$ cat src/rtl/regfile_wb_scoreboard.sv
// Hazard scoreboard and single write-port scheduler for the pipeline register file.
// Tracks busy destination registers, stalls RAW/WAW issue, round-robins ALU vs load writeback.
module regfile_wb_scoreboard #(
  parameter int REG_NUM_BITWIDTH = 5,
  parameter int WORD_BITWIDTH    = 32,
  parameter int CNT_BITWIDTH     = 6
) (
  input  logic                        clk,
  input  logic                        rst,
  input  logic                        issue_valid,
  input  logic [REG_NUM_BITWIDTH-1:0] issue_rs1,
  input  logic [REG_NUM_BITWIDTH-1:0] issue_rs2,
  input  logic [REG_NUM_BITWIDTH-1:0] issue_rd,
  input  logic                        issue_rd_we,
  output logic                        issue_stall,
  input  logic                        alu_valid,
  input  logic [REG_NUM_BITWIDTH-1:0] alu_rd,
  input  logic [WORD_BITWIDTH-1:0]    alu_data,
  output logic                        alu_ready,
  input  logic                        ld_valid,
  input  logic [REG_NUM_BITWIDTH-1:0] ld_rd,
  input  logic [WORD_BITWIDTH-1:0]    ld_data,
  output logic                        ld_ready,
  output logic                        rf_we,
  output logic [REG_NUM_BITWIDTH-1:0] rf_waddr,
  output logic [WORD_BITWIDTH-1:0]    rf_wdata,
  output logic [CNT_BITWIDTH-1:0]     pending_cnt,
  output logic                        idle,
  output logic                        err_spurious
);

  localparam int NREGS = 2 ** REG_NUM_BITWIDTH;

  typedef enum logic {GRANT_ALU = 1'b0, GRANT_LD = 1'b1} grant_e;

  logic [NREGS-1:0]        busy_q, busy_d;
  grant_e                  last_grant_q, last_grant_d;
  logic [CNT_BITWIDTH-1:0] cnt_q, cnt_d;
  logic                    err_q, err_d;

  logic accept;
  logic set_chg;
  logic clr_chg;
  logic waddr_nz;

  // Handshake: a requester raises valid and holds rd/data until the cycle its
  // ready is high; ready is a single-cycle grant and the write commits at that edge.
  function automatic logic haz(input logic [NREGS-1:0] busy,
                               input logic [REG_NUM_BITWIDTH-1:0] r,
                               input logic we,
                               input logic [REG_NUM_BITWIDTH-1:0] waddr);
    // A register being written this cycle is bypassed by the register file.
    return (r != '0) && busy[r] && !(we && (waddr == r));
  endfunction

  always_comb begin
    alu_ready = 1'b0;
    ld_ready  = 1'b0;
    if (!rst) begin
      alu_ready = alu_valid && (!ld_valid || (last_grant_q == GRANT_LD));
      ld_ready  = ld_valid && (!alu_valid || (last_grant_q == GRANT_ALU));
    end
    rf_we    = alu_ready | ld_ready;
    rf_waddr = '0;
    rf_wdata = '0;
    if (alu_ready) begin
      rf_waddr = alu_rd;
      rf_wdata = alu_data;
    end else if (ld_ready) begin
      rf_waddr = ld_rd;
      rf_wdata = ld_data;
    end
  end

  always_comb begin
    issue_stall = 1'b0;
    if (!rst && issue_valid) begin
      issue_stall = haz(busy_q, issue_rs1, rf_we, rf_waddr) ||
                    haz(busy_q, issue_rs2, rf_we, rf_waddr) ||
                    (issue_rd_we && haz(busy_q, issue_rd, rf_we, rf_waddr));
    end
  end

  always_comb begin
    waddr_nz = rf_waddr != '0;
    accept   = !rst && issue_valid && !issue_stall && issue_rd_we && (issue_rd != '0);
    // Count only real bit transitions; a set on the register being cleared keeps it busy.
    set_chg  = accept && !busy_q[issue_rd];
    clr_chg  = rf_we && waddr_nz && busy_q[rf_waddr] && !(accept && (issue_rd == rf_waddr));

    busy_d = busy_q;
    if (rf_we && waddr_nz) busy_d[rf_waddr] = 1'b0;
    if (accept) busy_d[issue_rd] = 1'b1;

    cnt_d = cnt_q;
    if (set_chg && !clr_chg && (cnt_q != '1)) cnt_d = cnt_q + 1'b1;
    else if (clr_chg && !set_chg && (cnt_q != '0)) cnt_d = cnt_q - 1'b1;

    err_d = err_q || (rf_we && waddr_nz && !busy_q[rf_waddr]);

    last_grant_d = last_grant_q;
    if (alu_ready) last_grant_d = GRANT_ALU;
    else if (ld_ready) last_grant_d = GRANT_LD;
  end

  always_ff @(posedge clk or posedge rst) begin
    if (rst) begin
      busy_q       <= '0;
      last_grant_q <= GRANT_ALU;
      cnt_q        <= '0;
      err_q        <= 1'b0;
    end else begin
      busy_q       <= busy_d;
      last_grant_q <= last_grant_d;
      cnt_q        <= cnt_d;
      err_q        <= err_d;
    end
  end

  assign pending_cnt  = cnt_q;
  assign err_spurious = err_q;
  assign idle         = (cnt_q == '0) && !alu_valid && !ld_valid;

endmodule

$ cat config.mk
export PLATFORM = sky130hd
export DESIGN_NAME = regfile_wb_scoreboard
export DESIGN_NICKNAME = d
export VERILOG_FILES = /design/src/rtl/regfile_wb_scoreboard.sv
export SDC_FILE = /design/constraint.sdc
export NUM_CORES = 1
export LEC_CHECK = 0
export CAP_MARGIN = 20
export CORE_ASPECT_RATIO = 1.4
export CORE_MARGIN = 3
export CORE_UTILIZATION = 49
export DETAILED_ROUTE_END_ITERATION = 12
export PLACE_DENSITY = 0.9
export SYNTH_ARGS = -nofsm -noshare
export SYNTH_HDL_FRONTEND = slang
export SYNTH_SLANG_ARGS = --single-unit
$ cat constraint.sdc
create_clock -name clk -period 10.75 [get_ports clk]
set_input_delay 2.15 -clock clk [delete_from_list [all_inputs] [get_ports clk]]
set_output_delay 2.15 -clock clk [all_outputs]
set_load 0.02 [all_outputs]
-- After elaboration in Yosys (flattened, before gate mapping)
Cells that the tools add are included.
- add/subtract/negate cells: 2
- $lt $le $gt $ge: 6
- equal/unequal tests: 5
- multiplexer cells: 25
- bitwise logic cells: 5
- reductions and logical operators: 55
- operators with widths (operator ; number):
    32-bit two-way mux ; 4
    32-bit bitwise AND ; 1
    32-bit inverter ; 1
    32-bit bitwise OR ; 1
    1-bit logical AND ; 30
    5-bit by 6-bit less-than comparator with 1-bit output (second input constant) ; 4
    1-bit binary-select mux with 5-bit select ; 4
    5-bit == test ; 4
    5-bit nonzero test ; 4
    1-bit zero test ; 12
    6-bit two-way mux ; 2
    1-bit two-way mux ; 11
    1-bit demux with 5-bit select ; 2
    5-bit by 1-bit greater-or-equal comparator with 1-bit output (second input constant) ; 2
    5-bit two-way mux ; 2
    6-bit by 1-bit adder with 6-bit output (second input constant) ; 1
    6-bit zero test ; 1
    6-bit inequality test (second input constant) ; 1
    6-bit nonzero test ; 1
    6-bit by 1-bit subtractor with 6-bit output (second input constant) ; 1
    1-bit logical OR ; 5
    2-bit nonzero test ; 2
    1-bit inverter ; 1
    1-bit bitwise OR ; 1
- flip-flop bits (word level): 40
- input bits: 95
- output and inout port bits: 49
- logic and storage cells: 102

-- Longest topological paths before layout
- depth in word-level cells: 24
- gate-level depth with buffers: 20
- depth with buffers taken out: 18

-- Worst setup path after synthesis
No wires, ideal clock.
- path type: input-to-output
- start point: in rst
- end point: out issue_stall
- data arrival time: 4391 ps
- slack: 4209 ps
- stages: 8
- buffers on the path: 2
- cell sequence: buf_4 > inv_1 > buf_2 > a21oi_1 > or4b_1 > nor4_2 > o22ai_1 > o211a_1
- word-level cells in the longest chain between the ends: 10
- elaborated cells between the ends (all ways): 23
- those cells by class: eq/ne (3); mux (5); bitwise (1); reduce/logical (14)
- RTL lines (element ; line ; source):
    start: declaration ; 9 ; input logic rst,
    1-bit two-way mux ; 59 ; if (!rst) begin
    5-bit two-way mux ; 69 ; end else if (ld_ready) begin
    5-bit two-way mux ; 66 ; if (alu_ready) begin
    5-bit == test ; 53 ; return (r != '0) && busy[r] && !(we && (waddr == r));
    1-bit logical AND ; 53 ;
    1-bit zero test ; 53 ;
    1-bit logical AND ; 53 ;
    1-bit logical OR or 1-bit logical AND (tied branches) ; 78, 80 ;
    1-bit logical OR ; 79 ; haz(busy_q, issue_rs2, rf_we, rf_waddr) ||
    1-bit two-way mux (*) ; 77 ; if (!rst && issue_valid) begin
    end: declaration ; 15 ; output logic issue_stall,
Every way passes the cells marked *; elsewhere a longest branch is shown, timed or not.

-- Worst setup path after layout
Ends and elaborated chain as after synthesis.

==> results.cfg <==
[global_route]
grt_pass1_wl_um = 22000
grt.total_usage_pct = 31.9
grt_pass1_vias = 4147
grt-ovfl-total = 0
antenna_found_initial = 0
grt_max_degree = 43

[worst_setup_path]
cp_slowest_stage_delay_ns = 0.68
path_max_fanout = 42
endpoint_kind = output pin
path_buf_inv = 4
start_kind = input pin
cpMostUsedCell = clkdlybuf4s50_1
crit_chain = clkdlybuf4s50_1, clkinv_1, buf_4, a21oi_1, or4b_1, nor4_2, o22ai_1, o211a_1, clkdlybuf4s50_1
path_delay_family = buffers and inverters
arrival_ns = 5.59
r2r_cells = 17
cp.depth = 9
critPathSlowestCell = clkdlybuf4s50_1
criticalPathCategory = input pin to output pin
required_ns = 8.60

[placement]
gp_congestion = 0.980
dp_hpwl_um = 11100
dpl.cell_count = 632
port_buffers = 143
placed_area_sq_um = 5240

[clock_network]
htree_levels = 2
clkTransAtPathRegs_ns = 0.07
cts_buffers = 5
cts_setup_buffers = 0
cts_buffer_depth = 2
cts_tree = built
cts_root_buf = clkbuf_8
clock-sinks = 40
cts-resized-gates = 0
cts_hold_buf = 0
clock_latency_ns = 0.30

[drt]
drt_iter0_markers = 376
dr_total_vias = 4189
viasPerCell = 6.55
drtPass1Iterations = 5
detail-route-antenna-nets = 0
routedWlPerCell_um = 22.6
drt-total-wl_um = 14400
remaining_drc_errors = 0

[timing]
fin_setup_tns_ns = 0
max_freq_mhz = 129
relSlewSlack_pct = 36.2
rsz0062_at_grt = false
worst-slew-pin-transition_ns = 0.953
setup_violations = 0
hold_ws_ns = 0.436
hold_viol = 0
final.setup_skew_ns = 0.0123
timing.final.crit_share_pct = 72.0
fin_crit_ns = 7.74
maxSlewViolCount = 0

[synthesis]
synth_warnings = 0
async_reset_ff_share_pct = 100
synthesis.area_sq_um = 3850
synth_edf_count = 0
synth.distinct_cells = 72
syn_nets = 522
syn_avg_cell_area_sq_um = 9.11
syn-instance-count = 422
synth_ff_type = dfrtp_1
ys_ff_latch = 40
yosysSeqAreaShare_pct = 26.0

[floorplan]
dieWidth_um = 80.9
core_area_sq_um = 7500
start_util_pct = 51.3
rows = 37
die-area_sq_um = 8960
chipHeight_um = 111
pin_count = 144

[finish]
fin_cells = 640
final_common_cell = clkdlybuf4s50_1
area_growth_syn_to_layout_pct = 38.7
fill_cells = 577
nNetsFinal = 643
design_area_sq_um = 5340
diodes = 0
mostFrequentLayoutCells = clkdlybuf4s50_1 (143), o21ai_0 (70), dfrtp_1 (40)
postLayoutCoreUtil_pct = 71.1
final_layout_size_suffix_gt1_share_pct = 11.0

[pwr]
irDropWorstVdd_mv = 0.114
p_leak_nw = 2.10
power_density_nw_per_um2 = 118

[min_path]
hold_path_class = flip-flop to flip-flop
hold_path_depth = 0

[run]
maxCapViolations = 0

[run_status]
status = completed
[Yosys cell counts (3+ instances only)]
cell type	instances	area share (%)
clkbuf_1	21	2.0
mux2i_1	29	7.5
nand3_1	18	2.3
mux4_2	10	5.9
ha_1	4	1.3
nor2_1	11	1.1
a22oi_1	6	1.2
o22ai_1	8	1.3
dfrtp_1	40	26
xnor2_1	13	3.0
inv_1	15	1.5
o21ai_0	70	9.1
nor3_1	10	1.3
nand4_1	8	1.3
buf_6	3	0.88
a32oi_1	4	0.91
a21oi_1	13	1.7
mux2_2	9	2.6
mux2_4	4	1.6
nand2_1	16	1.6
buf_2	4	0.52
a22o_1	32	7.3
nor4_1	4	0.65
nand3b_1	5	0.98
nor2b_1	4	0.65
or3_1	4	0.65
mux2_1	3	0.88
[worst paths after layout]
path / from / endpoint / slack, ns
setup / recovery: rst / issue_stall / 3.01
hold / removal: busy_q[0] / busy_q[0] / 0.44
setup reg to reg: last_grant_q / pending_cnt[5] / 6.23
hold reg to reg: busy_q[0] / busy_q[0] / 0.44
max in group asynchronous: rst / busy_q[24] / 7.47
min in group asynchronous: rst / pending_cnt[2] / 2.48
[stage by stage]
stage | total power [mW] | setup slack (ns)
2_1_floorplan | 0.406 | 4.21
3_3_place_gp | 0.521 | 3.11
3_5_place_dp | 0.533 | 3.02
4_1_cts | 0.629 | 3.01
5_1_grt | 0.667 | 2.79
6_report | 0.629 | 3.01
[logic make-up after synthesis]
| group | after synthesis | synth area share (%) |
|---|---|---|
| muxes | 56 | 19.1 |
| xor gates and xnor gates | 14 | 3.19 |
| AOI/OAI and AO/OA | 153 | 27.2 |
| and+or+nand+nor | 104 | 16.3 |
| adders and majority gates | 5 | 1.82 |
| DFF | 40 | 26.0 |
| buffers and inverters | 50 | 6.47 |
[registers in the layout (all words and copies together), names as in the netlist]
register / cells
last_grant_q: 1
err_spurious: 1
pending_cnt: 6
busy_q: 32
[per-layer routing]
layer	wire (um)	track usage (%)	share of wire, %
met1	4520	33.9	31
met2	7310	53.4	51
met3	1670	8.86	12
met4	935	20.9	6.5
met5	0	0	0
[power by group]
| group | internal [mW] | switching [mW] |
|---|---|---|
| clock | 0.0439 | 0.0529 |
| combinational | 0.168 | 0.150 |
| sequential | 0.175 | 0.0397 |
| total | 0.387 | 0.242 |
[worst register-to-register path: cells and delay by family (launching register included)]
kind | cells | cell delay, ns
xor gates and xnor gates | 1 | 0.14
and+or+nand+nor | 7 | 1.95
AOI/OAI and AO/OA | 7 | 1.54
muxes | 1 | 0.08
adders and majority gates | 1 | 0.29
DFF | 1 | 0.42
[final cells by class]
type	instances	area [sq um]	share of cell area, %
inverter	19	81.3	1.52
clock buffer	5	68.8	1.29
clock inverter	2	12.5	0.235
sequential	40	1000	18.8
timing repair buffer	145	1450	27.3
multi-input combinational	332	2600	48.7
tap	97	121	2.27
No activity file was read; power rests on OpenSTA's default activity.
